`config.mk`:
```
export PLATFORM = sky130hd
export DESIGN_NAME = dp_ram_arb
export DESIGN_NICKNAME = d
export VERILOG_FILES = /design/src/rtl/dp_ram_arb_pkg.sv /design/src/rtl/dp_ram_arb_rr2.sv /design/src/rtl/dp_ram_arb.sv
export SDC_FILE = /design/constraint.sdc
export NUM_CORES = 1
export LEC_CHECK = 0
export ABC_AREA = 1
export CAP_MARGIN = 10
export CORE_ASPECT_RATIO = 1.5
export CORE_MARGIN = 3
export CORE_UTILIZATION = 40
export CTS_CLUSTER_DIAMETER = 60
export CTS_CLUSTER_SIZE = 28
export DETAILED_ROUTE_END_ITERATION = 7
export GPL_TIMING_DRIVEN = 0
export PLACE_DENSITY = 0.76
export SLEW_MARGIN = 20
export SYNTH_ARGS = -nofsm -noshare
export SYNTH_HDL_FRONTEND = slang
export SYNTH_SLANG_ARGS = --single-unit
```
`constraint.sdc`:
```
create_clock -name clk -period 1.6 [get_ports clk]
set_input_delay 0.16 -clock clk [delete_from_list [all_inputs] [get_ports clk]]
set_output_delay 0.16 -clock clk [all_outputs]
set_load 0.1 [all_outputs]
```
`src/rtl/dp_ram_arb_pkg.sv`:
```
// dp_ram_arb_pkg: shared types and sizes for the dp_ram arbiter.
// Holds the sequencer state enum and the RAM geometry.
package dp_ram_arb_pkg;

    localparam int DP_RAM_ADDR_W = 4;
    localparam int DP_RAM_DATA_W = 8;
    localparam int DP_RAM_DEPTH  = 8;

    typedef enum logic [1:0] {
        IDLE  = 2'd0,
        WRITE = 2'd1,
        READ  = 2'd2,
        ACK   = 2'd3
    } state_e;

endpackage

```
`src/rtl/dp_ram_arb_rr2.sv`:
```
// dp_ram_arb_rr2: combinational two-way grant.
// DP_RAM_ARB_RR_EN selects round-robin; otherwise port 0 has priority.
module dp_ram_arb_rr2 (
    input  logic [1:0] req,
    input  logic       last,
    output logic [1:0] gnt
);

`ifdef DP_RAM_ARB_RR_EN
    // A tie goes to the port that did not win last time.
    always_comb begin
        gnt = 2'b00;
        unique case (req)
            2'b01:   gnt = 2'b01;
            2'b10:   gnt = 2'b10;
            2'b11:   gnt = last ? 2'b01 : 2'b10;
            default: gnt = 2'b00;
        endcase
    end
`else
    logic unused_last;
    assign unused_last = last;

    // Port 0 always wins a tie.
    always_comb begin
        gnt = 2'b00;
        if (req[0]) begin
            gnt = 2'b01;
        end else if (req[1]) begin
            gnt = 2'b10;
        end
    end
`endif

endmodule

```
`src/rtl/dp_ram_arb.sv`:
```
// dp_ram_arb: two-port request arbiter and sequencer for dp_ram.
// Build option: DP_RAM_ARB_RR_EN selects round-robin over fixed priority.
module dp_ram_arb
    import dp_ram_arb_pkg::*;
#(
    parameter int RD_LAT = 2
) (
    input  logic                     clk,
    input  logic                     rst_n,
    input  logic                     req0,
    input  logic                     req1,
    input  logic                     we0,
    input  logic                     we1,
    input  logic [DP_RAM_ADDR_W-1:0] addr0,
    input  logic [DP_RAM_ADDR_W-1:0] addr1,
    input  logic [DP_RAM_DATA_W-1:0] wdata0,
    input  logic [DP_RAM_DATA_W-1:0] wdata1,
    output logic                     ack0,
    output logic                     ack1,
    output logic                     err0,
    output logic                     err1,
    output logic [DP_RAM_DATA_W-1:0] rdata0,
    output logic [DP_RAM_DATA_W-1:0] rdata1,
    output logic                     busy,
    output logic                     ram_w_en,
    output logic [DP_RAM_ADDR_W-1:0] ram_w_addr,
    output logic [DP_RAM_DATA_W-1:0] ram_w_data,
    output logic [DP_RAM_ADDR_W-1:0] ram_r_addr,
    input  logic [DP_RAM_DATA_W-1:0] ram_r_data
);

    state_e state_q, state_d;
    logic [2:0] cnt_q, cnt_d;
    logic id_q, id_d;
    logic bad_q, bad_d;
    logic ack0_q, ack0_d, ack1_q, ack1_d;
    logic err0_q, err0_d, err1_q, err1_d;
    logic [DP_RAM_DATA_W-1:0] rdata0_q, rdata0_d;
    logic [DP_RAM_DATA_W-1:0] rdata1_q, rdata1_d;
    logic busy_q, busy_d;
    logic w_en_q, w_en_d;
    logic [DP_RAM_ADDR_W-1:0] w_addr_q, w_addr_d;
    logic [DP_RAM_DATA_W-1:0] w_data_q, w_data_d;
    logic [DP_RAM_ADDR_W-1:0] r_addr_q, r_addr_d;

    logic [1:0] gnt;
    logic       last_q;
    logic                     sel_we;
    logic [DP_RAM_ADDR_W-1:0] sel_addr;
    logic [DP_RAM_DATA_W-1:0] sel_wdata;

    dp_ram_arb_rr2 u_rr2 (
        .req  ({req1, req0}),
        .last (last_q),
        .gnt  (gnt)
    );

`ifdef DP_RAM_ARB_RR_EN
    logic last_d;

    // Remember the most recent grantee; reset favours port 0.
    always_comb begin
        last_d = last_q;
        if (state_q == IDLE && gnt != 2'b00) begin
            last_d = gnt[1];
        end
    end

    // Last-grant pointer register.
    always_ff @(posedge clk or negedge rst_n) begin
        if (!rst_n) begin
            last_q <= 1'b1;
        end else begin
            last_q <= last_d;
        end
    end
`else
    assign last_q = 1'b1;
`endif

    assign sel_we    = gnt[1] ? we1    : we0;
    assign sel_addr  = gnt[1] ? addr1  : addr0;
    assign sel_wdata = gnt[1] ? wdata1 : wdata0;

    // Next state, RAM controls and completion outputs.
    always_comb begin
        state_d  = state_q;
        cnt_d    = cnt_q;
        id_d     = id_q;
        bad_d    = bad_q;
        rdata0_d = rdata0_q;
        rdata1_d = rdata1_q;
        w_en_d   = 1'b0;
        w_addr_d = w_addr_q;
        w_data_d = w_data_q;
        r_addr_d = r_addr_q;
        ack0_d   = 1'b0;
        ack1_d   = 1'b0;
        err0_d   = 1'b0;
        err1_d   = 1'b0;
        unique case (state_q)
            IDLE: begin
                if (gnt != 2'b00) begin
                    id_d  = gnt[1];
                    bad_d = sel_addr[3];
                    if (sel_addr[3]) begin
                        state_d = ACK;
                    end else if (sel_we) begin
                        state_d  = WRITE;
                        w_en_d   = 1'b1;
                        w_addr_d = sel_addr;
                        w_data_d = sel_wdata;
                    end else begin
                        state_d  = READ;
                        r_addr_d = sel_addr;
                        cnt_d    = 3'(RD_LAT - 1);
                    end
                end
            end
            WRITE: begin
                state_d = ACK;
            end
            READ: begin
                if (cnt_q == 3'd0) begin
                    state_d = ACK;
                    if (id_q) begin
                        rdata1_d = ram_r_data;
                    end else begin
                        rdata0_d = ram_r_data;
                    end
                end else begin
                    cnt_d = cnt_q - 3'd1;
                end
            end
            ACK: begin
                state_d = IDLE;
            end
            default: begin
                state_d = IDLE;
            end
        endcase
        if (state_d == ACK) begin
            ack0_d = ~id_d;
            ack1_d = id_d;
            err0_d = ~id_d & bad_d;
            err1_d = id_d & bad_d;
        end
        busy_d = (state_d != IDLE);
    end

    // State, sequencing and output registers.
    always_ff @(posedge clk or negedge rst_n) begin
        if (!rst_n) begin
            state_q  <= IDLE;
            cnt_q    <= 3'd0;
            id_q     <= 1'b0;
            bad_q    <= 1'b0;
            ack0_q   <= 1'b0;
            ack1_q   <= 1'b0;
            err0_q   <= 1'b0;
            err1_q   <= 1'b0;
            rdata0_q <= '0;
            rdata1_q <= '0;
            busy_q   <= 1'b0;
            w_en_q   <= 1'b0;
            w_addr_q <= '0;
            w_data_q <= '0;
            r_addr_q <= '0;
        end else begin
            state_q  <= state_d;
            cnt_q    <= cnt_d;
            id_q     <= id_d;
            bad_q    <= bad_d;
            ack0_q   <= ack0_d;
            ack1_q   <= ack1_d;
            err0_q   <= err0_d;
            err1_q   <= err1_d;
            rdata0_q <= rdata0_d;
            rdata1_q <= rdata1_d;
            busy_q   <= busy_d;
            w_en_q   <= w_en_d;
            w_addr_q <= w_addr_d;
            w_data_q <= w_data_d;
            r_addr_q <= r_addr_d;
        end
    end

    assign ack0       = ack0_q;
    assign ack1       = ack1_q;
    assign err0       = err0_q;
    assign err1       = err1_q;
    assign rdata0     = rdata0_q;
    assign rdata1     = rdata1_q;
    assign busy       = busy_q;
    assign ram_w_en   = w_en_q;
    assign ram_w_addr = w_addr_q;
    assign ram_w_data = w_data_q;
    assign ram_r_addr = r_addr_q;

endmodule
```
# Word-level counts from Yosys, hierarchy flattened
# Cells that the tools add are included.
# word_totals
elab_cells	67
regBits	43
# classes
add_sub_neg	1
bitwise_logic	6
n_eq_ne	8
n_reduce_logical	10
n_mux	27
# ops
cell	n
$mux W1	13
$mux W2	6
$mux W3	4
$mux W8	1
$ne A2 B2 Y1 const B	4
$pmux W2 S4	1
$reduce_and A4 Y1	2
$eq A2 B2 Y1 const B	3
$pmux W3 S2	1
$reduce_and A3 Y1	2
$reduce_bool A2 Y1	3
$reduce_and A5 Y1	1
$mux W4	1
$not A1 Y1	4
$logic_not A3 Y1	1
$sub A3 B1 Y3 const B	1
$and A1 B1 Y1	2
$eq A2 B1 Y1 const B	1
$logic_not A2 Y1	1

# Logic depth before layout (Yosys ltp)
# logic_depth
word_depth	9
mapped_depth	10
depth_no_buf	9

# By module
# Synthesis repeated with hierarchy kept, for this count alone.
# hier_totals
hier_cells	234
area_unflattened_um2	2021.9
# by_module_without_submodules
module	area_each_um2	n_inst	seq_area_each_um2	cells_each
dp_ram_arb	2004.4	1	1076.0	231
dp_ram_arb_rr2	17.5	1	0.0	3

# Worst setup path after synthesis
# No wires, ideal clock.
# synth_timing
path_kind	register to register
startpoint	reg cnt_q[0]
endpoint	reg rdata0_q[5] (netlist: rdata0[5])
setup_time_ns	0.122
required_ns	1.478
setup_slack_ns	0.011
path_stages_with_launch	10
period_less_slack_ns	1.589
arrival_time_ns	1.467
path_cell_list	dfrtp_1 > inv_1 > ha_1 > ha_1 > nand2_1 > or2_1 > clkbuf_2 > buf_4 > nand2_1 > o21ai_2
# synth_between
elab_chain_cells	2
# synth_lines
element	line	source
start: declaration	dp_ram_arb.sv:33	logic [2:0] cnt_q, cnt_d;
start signal: assignment	dp_ram_arb.sv:171	cnt_q <= cnt_d;
$logic_not A3 Y1	dp_ram_arb.sv:124	if (cnt_q == 3'd0) begin
$reduce_and A3 Y1 (no line)	-	
end signal: assignment	dp_ram_arb.sv:178	rdata0_q <= rdata0_d;
end: declaration	dp_ram_arb.sv:38	logic [DP_RAM_DATA_W-1:0] rdata0_q, rdata0_d;
# No other way between the ends.
# A chain may end at the register's enable or synchronous reset.

# Final worst setup path
# layout_timing
startpoint	reg state_q[0]
endpoint	reg w_data_q[0] (netlist: ram_w_data[0])
# layout_between
elab_chain_cells	2
# layout_lines
element	line	source
start: declaration	dp_ram_arb.sv:32	state_e state_q, state_d;
start signal: assignment	dp_ram_arb.sv:170	state_q <= state_d;
$logic_not A2 Y1	dp_ram_arb.sv:101	unique case (state_q)
$reduce_and A4 Y1 (no line)	-	
end signal: assignment	dp_ram_arb.sv:183	w_data_q <= w_data_d;
end: declaration	dp_ram_arb.sv:43	logic [DP_RAM_DATA_W-1:0] w_data_q, w_data_d;
# No other way between the ends.

==> results.ini <==
[worst_setup_path]
worstPathCellList = inv_2 -> ha_4 -> buf_6 -> inv_4 -> nor2_4 -> clkinv_4 -> clkbuf_16 -> o21ai_1 -> nand2_1
critPathMaxFanout = 6
critPathArrivalTime_ns = 1.84
worst_setup_path_end_kind = flop
startpoint_type = flop
cpPeakStageDelay_ns = 0.41
required_ns = 1.79
r2r_cells = 9
r2r_slack_ns = -0.05
critPathSlowestCell = dfrtp_1
critical_path_class = flop to flop

[clock_network]
numCtsBuffers = 5
path_clk_slew_ns = 0.08
h-tree-depth = 2
cts_tree = yes
clkLatencyLatePin_ns = 0.29
clk_path_buf_depth = 2
clock_sinks = 43
cts-root-buf = clkbuf_8

[logic_synthesis]
ys_seq_elements = 43
syn-instance-count = 227
netlist-cell-type-count = 21
yosysTopAreaCellShare = 0.5283
ys_warn_count = 0
postSynthAreaPerCell_sq_um = 8.973
synth_area_leaders = dfrtp_1, nand2_1, o21ai_0
seq_area_frac_synth = 0.5283
synth_top_area_cell = dfrtp_1
synth_area_sq_mm = 0.002037

[timing]
skew_ns = 0.005604
relSlewSlack = 0.6280
rsz0062_at_grt = yes
fmax_mhz = 604.7
tightest_slew_ns = 0.5606
setup_violations = 9
min_period_ns = 1.654
finalHoldViolCount = 0
slew_viol_final = 0
fin_ws_ns = -0.05381
fin_crit_sh = 1.034

[global_route]
grt_overflow = 0
grt_start_max_net_pins = 33
antenna_found_initial = 0
gr-usage-all-layers = 0.1672
grt_pass1_vias = 1801
grt_pass1_wl_um = 8017

[layout]
nNetsFinal = 364
final_core_util = 0.6677
antenna_cells = 0
stdcell_count = 389
drive_above_1_share = 0.3901
area_growth_pct = 60.20

[drt]
ant_nets = 0
drc = 0
avgViaCountPerCell = 4.823
postRouteWirelength_um = 5667
vias = 1876
drt_iter0_drc = 70
wl_per_cell_um = 14.57
dr.pass1.iters = 4

[placed_design]
dp_slack_ns = -0.1962
dp.cells = 368
finalWeightedCongestion = 0.8033
portBuffers = 73
post-dp-hpwl_um = 3729

[flow_run]
cap_violations = 0

[floorplan]
die_area_sq_mm = 0.006002
core_region_area_sq_mm = 0.004887
rows = 31
initial_core_util = 0.4168
die_w_um = 64.27
die_y_um = 93.40
io_pins = 76

[run_status]
violations = negative setup slack
outcome = complete, but fails checks

[hold_path]
hold_path.class = input pin to async pin

==> path summary, 6_finish.rpt <==
check / startpoint / to
setup / recovery: state_q[0] / ram_w_data[0]
hold / removal: rst_n / ram_w_data[3]
setup reg to reg: state_q[0] / ram_w_data[0]
hold reg to reg: cnt_q[1] / cnt_q[1]
max in group asynchronous: rst_n / rdata1[2]
min in group clk: ram_r_data[1] / rdata0[1]
==> layout by cell type, fill, tap and decap left out, types with 2 or more instances in the layout <==
cell / synthesis / layout
nand2_1: 69 / 54
dfrtp_1: 43 / 43
clkdlybuf4s50_1: 0 / 36
clkdlybuf4s15_2: 0 / 36
nand2_2: 5 / 20
inv_1: 20 / 18
o21ai_0: 26 / 16
buf_4: 5 / 13
o21ai_2: 9 / 13
mux2_2: 11 / 11
nor2_1: 9 / 8
nand3_1: 7 / 6
nand4_1: 5 / 5
o21ai_1: 0 / 5
clkbuf_8: 0 / 5
buf_6: 0 / 4
inv_2: 3 / 3
nor2_2: 2 / 2
nor2_4: 1 / 2
buf_2: 3 / 2
ha_4: 0 / 2
ha_1: 4 / 2
conb_1: 1 / 2
clkinv_2: 0 / 2
==> cells by family (layout without fill, tap and decap cells) <==
group | Yosys count | after routing | share of synthesized area
AOI/OAI and AO/OA | 36 | 36 | 0.1057
DFF | 43 | 43 | 0.5283
and+or+nand+nor | 99 | 99 | 0.2064
muxes | 11 | 11 | 0.06081
adders and majority gates | 4 | 4 | 0.02457
other | 1 | 2 | 0.001841
buffers and inverters | 33 | 128 | 0.07248
==> metrics by stage <==
| step | instance area (sq um) | TNS (ns) | hold slack, ns |
|---|---|---|---|
| final | 3263 | -0.2178 | 0.2704 |
| after global routing | 3263 | -2.327 | 0.2842 |
| after CTS | 3044 | -0.006081 | 0.2752 |
| after detailed placement | 2869 | -4.578 | 0.06411 |
| after global placement | 2854 | -35.17 | 0.4544 |
| after floorplan | 2041 | 0 | -0.1356 |
==> synthesized netlist by cell type <==
cell type and instances:
nor2_1 9, o21ai_0 26, nand4_1 5, conb_1 1
nand3_1 7, dfrtp_1 43, nand2_1 69, clkbuf_2 1
ha_1 4, inv_1 20, buf_4 5, nand2_2 5
nor2_2 2, inv_2 3, mux2_2 11, clkbuf_1 1
buf_2 3, or2_1 1, nor2_4 1, o21ai_2 9
o22ai_1 1
==> layout make-up <==
class,instances,area [sq um]
Multi-Input combinational cell,152,927.1
Sequential cell,43,1076
Tap cell,66,82.58
Clock inverter,2,12.51
Inverter,23,93.84
Fill cell,399,1624
Timing Repair inverter,1,5.005
Timing Repair Buffer,87,912.1
Buffer,9,81.33
Clock buffer,6,72.57
==> critical path, delay by kind of cell, from the launching register on <==
family | cells | cell delay, ns
flops | 1 | 0.41
compound gates | 1 | 0.16
simple gates | 2 | 0.27
buf+inv | 5 | 0.58
fa+ha+maj | 1 | 0.13
==> state kept, by name, summed over array words and instances, names as in the netlist <==
signal / cells
ack0: 1
ack1: 1
bad_q: 1
busy: 1
cnt_q: 3
err0: 1
err1: 1
id_q: 1
ram_r_addr: 3
ram_w_addr: 3
ram_w_data: 8
ram_w_en: 1
rdata0: 8
rdata1: 8
state_q: 2
==> routing by layer <==
| layer | track usage | vias up | share of wire |
|---|---|---|---|
| li1 | - | 911 | - |
| met1 | 0.1921 | 884 | 0.38 |
| met2 | 0.2974 | 72 | 0.54 |
| met3 | 0.04928 | 9 | 0.065 |
| met4 | 0.04762 | 0 | 0.013 |
| met5 | 0 | - | 0 |
==> what timing repair did <==
item / 4_1_cts / 5_1_grt
hold endpoints to repair: 11 / 0
gates resized for setup: 118 / 46
pin swaps: 2 / 13
setup endpoints to repair: 68 / 33
gates cloned: 0 / 3
hold buffers: 1 / 0
setup buffers: 2 / 8
Power is not shown: default switching activity piles up to over one toggle a cycle in this logic, so the estimate is an artifact.
